**src/rtl/load_store_unit.sv**
```systemverilog
// load_store_unit: memory-stage load/store unit in front of a word-addressed
// 32-bit data memory. Handles byte/halfword/word accesses, sign/zero
// extension on loads and read-modify-write merging for sub-word stores.
// Rejects misaligned, out-of-range, reserved-size and read+write requests.
module load_store_unit #(
  parameter int MEM_WORDS = 64
) (
  input  logic        Clk_40,
  input  logic        Reset_n_40,
  input  logic        MemRead_in_40,
  input  logic        MemWrite_in_40,
  input  logic [1:0]  Size_40,
  input  logic        Unsigned_40,
  input  logic [31:0] Address_in_40,
  input  logic [31:0] StoreData_40,
  output logic [31:0] LoadData_40,
  output logic        Stall_40,
  output logic        AddrErr_40,
  output logic [31:0] Address_40,
  output logic [31:0] WriteData_40,
  output logic        MemRead_40,
  output logic        MemWrite_40,
  input  logic [31:0] ReadData_40
);

  localparam logic [0:0] IDLE   = 1'b0;
  localparam logic [0:0] COMMIT = 1'b1;

  localparam logic [31:0] MEM_BYTES = 32'(MEM_WORDS * 4);

  logic [0:0]  state_reg, state_next;
  logic [31:0] merge_reg, merge_next;
  logic [31:0] addr_reg, addr_next;

  logic        req, misalign, bad_size, out_of_range, both_set, err;
  logic        valid_load, valid_store, sub_store;
  logic [31:0] word_addr;
  logic [7:0]  byte_lane [4];
  logic [15:0] half_lane [2];
  logic [7:0]  sel_byte;
  logic [15:0] sel_half;
  logic [31:0] load_ext;
  logic [31:0] merged;

  // Request decode and error classification
  always_comb begin
    req          = MemRead_in_40 | MemWrite_in_40;
    misalign     = ((Size_40 == 2'b01) && Address_in_40[0]) ||
                   ((Size_40 == 2'b10) && (Address_in_40[1:0] != 2'b00));
    bad_size     = (Size_40 == 2'b11);
    out_of_range = (Address_in_40 >= MEM_BYTES);
    both_set     = MemRead_in_40 & MemWrite_in_40;
    err          = req & (misalign | bad_size | out_of_range | both_set);
    valid_load   = MemRead_in_40 & ~err;
    valid_store  = MemWrite_in_40 & ~err;
    sub_store    = valid_store & (Size_40 != 2'b10);
    word_addr    = {Address_in_40[31:2], 2'b00};
  end

  // Split the read word into little-endian lanes; build the merged store word
  // by replacing only the lane(s) the sub-word store targets.
  genvar gi;
  generate
    for (gi = 0; gi < 4; gi++) begin : g_byte
      assign byte_lane[gi] = ReadData_40[8*gi +: 8];
      assign merged[8*gi +: 8] =
        ((Size_40 == 2'b00) && (Address_in_40[1:0] == 2'(gi))) ? StoreData_40[7:0] :
        ((Size_40 == 2'b01) && (Address_in_40[1] == 1'(gi / 2)))
                                                  ? StoreData_40[8*(gi % 2) +: 8] :
                                                    ReadData_40[8*gi +: 8];
    end
    for (gi = 0; gi < 2; gi++) begin : g_half
      assign half_lane[gi] = ReadData_40[16*gi +: 16];
    end
  endgenerate

  // Lane selection and sign/zero extension of the load result
  always_comb begin
    sel_byte = byte_lane[Address_in_40[1:0]];
    sel_half = half_lane[Address_in_40[1]];
    case (Size_40)
      2'b00:   load_ext = Unsigned_40 ? {24'h0, sel_byte} : {{24{sel_byte[7]}}, sel_byte};
      2'b01:   load_ext = Unsigned_40 ? {16'h0, sel_half} : {{16{sel_half[15]}}, sel_half};
      default: load_ext = ReadData_40;
    endcase
  end

  // Output decode; everything is forced low while reset is asserted so a
  // pending COMMIT write is dropped immediately.
  always_comb begin
    LoadData_40  = 32'h0;
    Stall_40     = 1'b0;
    AddrErr_40   = 1'b0;
    Address_40   = 32'h0;
    WriteData_40 = 32'h0;
    MemRead_40   = 1'b0;
    MemWrite_40  = 1'b0;
    if (Reset_n_40) begin
      if (state_reg == COMMIT) begin
        MemWrite_40  = 1'b1;
        WriteData_40 = merge_reg;
        Address_40   = addr_reg;
      end else if (err) begin
        AddrErr_40 = 1'b1;
      end else if (valid_load) begin
        MemRead_40  = 1'b1;
        Address_40  = word_addr;
        LoadData_40 = load_ext;
      end else if (valid_store) begin
        Address_40 = word_addr;
        if (sub_store) begin
          MemRead_40 = 1'b1;
          Stall_40   = 1'b1;
        end else begin
          MemWrite_40  = 1'b1;
          WriteData_40 = StoreData_40;
        end
      end
    end
  end

  // Next-state logic: sub-word store captures merged word, then commits
  always_comb begin
    state_next = state_reg;
    merge_next = merge_reg;
    addr_next  = addr_reg;
    if (state_reg == COMMIT) begin
      state_next = IDLE;
    end else if (sub_store) begin
      state_next = COMMIT;
      merge_next = merged;
      addr_next  = word_addr;
    end
  end

  // State, merge buffer and registered word address
  always_ff @(posedge Clk_40 or negedge Reset_n_40) begin
    if (!Reset_n_40) begin
      state_reg <= IDLE;
      merge_reg <= 32'h0;
      addr_reg  <= 32'h0;
    end else begin
      state_reg <= state_next;
      merge_reg <= merge_next;
      addr_reg  <= addr_next;
    end
  end

endmodule

```
**config.mk**
```make
export PLATFORM = sky130hd
export DESIGN_NAME = load_store_unit
export DESIGN_NICKNAME = d
export VERILOG_FILES = /design/src/rtl/load_store_unit.sv
export SDC_FILE = /design/constraint.sdc
export NUM_CORES = 1
export LEC_CHECK = 0
export CAP_MARGIN = 0
export CORE_ASPECT_RATIO = 1.25
export CORE_MARGIN = 5
export CORE_UTILIZATION = 38
export CTS_CLUSTER_DIAMETER = 120
export CTS_CLUSTER_SIZE = 8
export DETAILED_ROUTE_END_ITERATION = 12
export GPL_ROUTABILITY_DRIVEN = 0
export PLACE_DENSITY = 0.74
export SYNTH_ARGS = -nofsm -noshare
export SYNTH_HDL_FRONTEND = slang
export SYNTH_SLANG_ARGS = --single-unit
```
**constraint.sdc**
```tcl
create_clock -name Clk_40 -period 5.3 [get_ports Clk_40]
set_clock_uncertainty 0.1 [all_clocks]
set_input_delay 0.795 -clock Clk_40 [delete_from_list [all_inputs] [get_ports Clk_40]]
set_output_delay 0.795 -clock Clk_40 [all_outputs]
set_load 0.005 [all_outputs]
```
==> flow_summary.yaml <==
outcome:
  outcome: "complete, no violations"
worst_setup_path:
  cpPeakStageDelay_ns: 0.81
  crit-reg2reg-capture: "merge_reg[25]"
  cp-start-kind: "primary input"
  crit_chain: "clkdlybuf4s50_1 -> buf_4 -> nor2b_1 -> a22oi_1 -> nand2b_1 -> a31oi_1 -> clkdlybuf4s50_1"
  critPathMostFrequentCell: "clkdlybuf4s50_1"
  crit_path_end_kind: "output pin"
  reg2reg_from: "state_reg"
  crit_type: "in -> out"
  critPathBufInv: 3
  reg2reg_depth: 5
  cp_slowest_cell: "nor2b_1"
  cpLargestDelayFamily: "buffers and inverters"
  r2r_slack_ns: 3.15
  arrival_ns: 3.55
  critical_path_required_ns: 4.41
  crit_fanout: 16
power:
  p_leak_nw: 2.96
  peakVddDrop_mv: 0.144
  p_per_area_nw_per_um2: 174
synth:
  synth_seq_area_share_pct: 34.1
  ys_seq_elements: 63
  syn-instance-count: 533
  synth_edf_count: 0
  synth_area_um2: 4620
  async_flop_share_pct: 100
  yosysWarnings: 0
  syn_avg_cell_area_um2: 8.67
  synth_ff_type: "dfrtp_1"
  ys_types: 46
timing:
  fin_setup_tns_ns: 0
  setup_ws_ns: 0.859
  rsz0062_at_grt: "false"
  setup_viol: 0
  min_period_over_period_pct: 83.8
  tightest_slew_ns: 1.23
  maxSlewViolCount: 0
  hold_viol_final: 0
  relSlewSlack_pct: 17.0
  post-route-min-period_ns: 4.44
  fmaxAchievable_mhz: 225
routing:
  wl_met2_um: 7960
  vias_per_cell: 5.44
  met1_length_um: 7050
  first_pass_iters: 5
  vias: 4762
  antenna_left: 0
  top_layer: "met4"
  routedWlPerCell_um: 19.5
  drc: 0
  wl_met3_um: 1490
  first_iter_violations: 275
  wl_um: 17000
layout:
  areaGrowthSynthToFinish_pct: 51.1
  layoutNonFillerInstCount: 876
  nFillCells: 1115
  mostFrequentLayoutCell: "clkdlybuf4s50_1"
  largest_reg_flops: 32
  diodes: 0
  drive_gt1_share_pct: 12.6
  layout_common_cells: "199 x clkdlybuf4s50_1, 69 x nand2_1, 63 x dfrtp_1"
  nNetsFinal: 813
cts:
  postCtsHoldBufs: 0
  clkTransAtPathRegs_ns: 0.05
  postCtsSetupBuffers: 0
  root_buffer: "clkbuf_16"
  cts_tree: "done"
  clock-sinks: 63
  cts_buffer_depth: 2
  cts.htree.levels: 3
  clock_latency_ns: 0.32
  cts_buffers: 9
  ctsResizeCount: 0
floorplanning:
  io_pins: 203
  die_width_um: 109
  die_h_um: 133
  core-area_um2: 12000
  num_rows: 45
  die_area_um2: 14500
  start_util_pct: 38.4
global_routing:
  grt_pass1_wl_um: 27000
  grt_antenna_before_repair: 0
  grt_max_degree: 76
  grt_pass1_vias: 4953
  grt_use_total_pct: 23.4
  grt_overflow: 0
placed_design:
  dp_hpwl_um: 12900
  pre_cts_slack_ns: 0.852
  placed_cells: 863
  port_buffers: 200
job:
  maxCapViolCount: 0
hold_path:
  hold_path.class: "in -> async"
cell usage after synthesis, types with 2 or more instances:
| library cell | instances | share of area (%) |
|---|---|---|
| a221o_1 | 7 | 1.5 |
| nand3_1 | 33 | 3.6 |
| mux2i_1 | 24 | 5.2 |
| and2_1 | 26 | 3.5 |
| nand2b_1 | 8 | 1.1 |
| inv_1 | 2 | 0.16 |
| nor4_1 | 5 | 0.68 |
| a31oi_1 | 7 | 0.95 |
| nor2b_1 | 4 | 0.54 |
| o22ai_1 | 7 | 0.95 |
| mux2_2 | 20 | 4.9 |
| a21oi_1 | 3 | 0.32 |
| or3_1 | 2 | 0.27 |
| o31a_1 | 2 | 0.38 |
| buf_4 | 3 | 0.49 |
| buf_2 | 3 | 0.32 |
| buf_6 | 4 | 0.97 |
| and4_2 | 2 | 0.43 |
| clkbuf_1 | 39 | 3.2 |
| mux2_4 | 30 | 9.7 |
| and3_1 | 24 | 3.2 |
| mux2_1 | 6 | 1.5 |
| nor3_1 | 20 | 2.2 |
| nand2_1 | 69 | 5.6 |
| nor2_1 | 35 | 2.8 |
| dfrtp_1 | 63 | 34 |
| a22oi_1 | 8 | 1.3 |
| o21ai_0 | 57 | 6.2 |
| or4_1 | 2 | 0.32 |
| nor4b_1 | 2 | 0.38 |
worst reg2reg max path, stage by stage (launching register included):
cell and delay (ns):
dfrtp_1 0.35, buf_4 0.21, nor3_1 0.39, nand4_4 0.12, buf_4 0.40, mux2_1 0.45
power breakdown:
group	leakage (nW)	switching [W]	internal, W
sequential	0.881	0.0000000000790	0.000482
combinational	1.96	0.000109	0.000114
clock	0.127	0.000192	0.000319
kinds of logic after synthesis:
family	count (synthesis)	synth area share, %
and+or+nand+nor	242	26.7
other	1	0.0811
AOI/OAI and AO/OA	94	12.5
muxes	80	21.3
DFF	63	34.1
buffers and inverters	53	5.28
layout make-up:
class                      instances  area, um2  area share (%)
timing repair buffer             215       2110            30.2
multi-input combinational        418       2830            40.5
inverter                           3       11.3           0.161
clock buffer                      11        243            3.47
tap                              164        205            2.94
clock inverter                     2       10.0           0.143
sequential                        63       1580            22.6
metal layers:
layer / track usage [%] / vias to the layer above
met5: 0 / -
met4: 8.63 / 0
met3: 7.08 / 34
met2: 37.8 / 222
met1: 29.3 / 2265
li1: - / 2241
worst max path at each step:
stage | startpoint | to | slack [ns] | depth (start not counted)
floorplan | Address_in_40[13] | LoadData_40[16] | 1.98 | 5
global route | Size_40[1] | LoadData_40[10] | 0.59 | 7
finish | Size_40[1] | LoadData_40[11] | 0.86 | 7
detailed placement | Address_in_40[13] | WriteData_40[7] | 0.85 | 7
CTS | Address_in_40[13] | WriteData_40[7] | 0.85 | 7
global placement | Address_in_40[13] | WriteData_40[7] | 0.90 | 7
metrics by stage:
stage	total power [W]	util, %	area, um2	hold WS, ns
detailed placement	0.000710	55.9	6730	0.366
floorplan	0.000578	-	4630	0.346
global route	0.00127	58.0	6990	0.206
finish	0.00122	58.0	6990	0.202
CTS	0.00123	58.0	6990	0.198
global placement	0.000706	55.9	6730	0.361
Power figures use the tool's default switching activity.
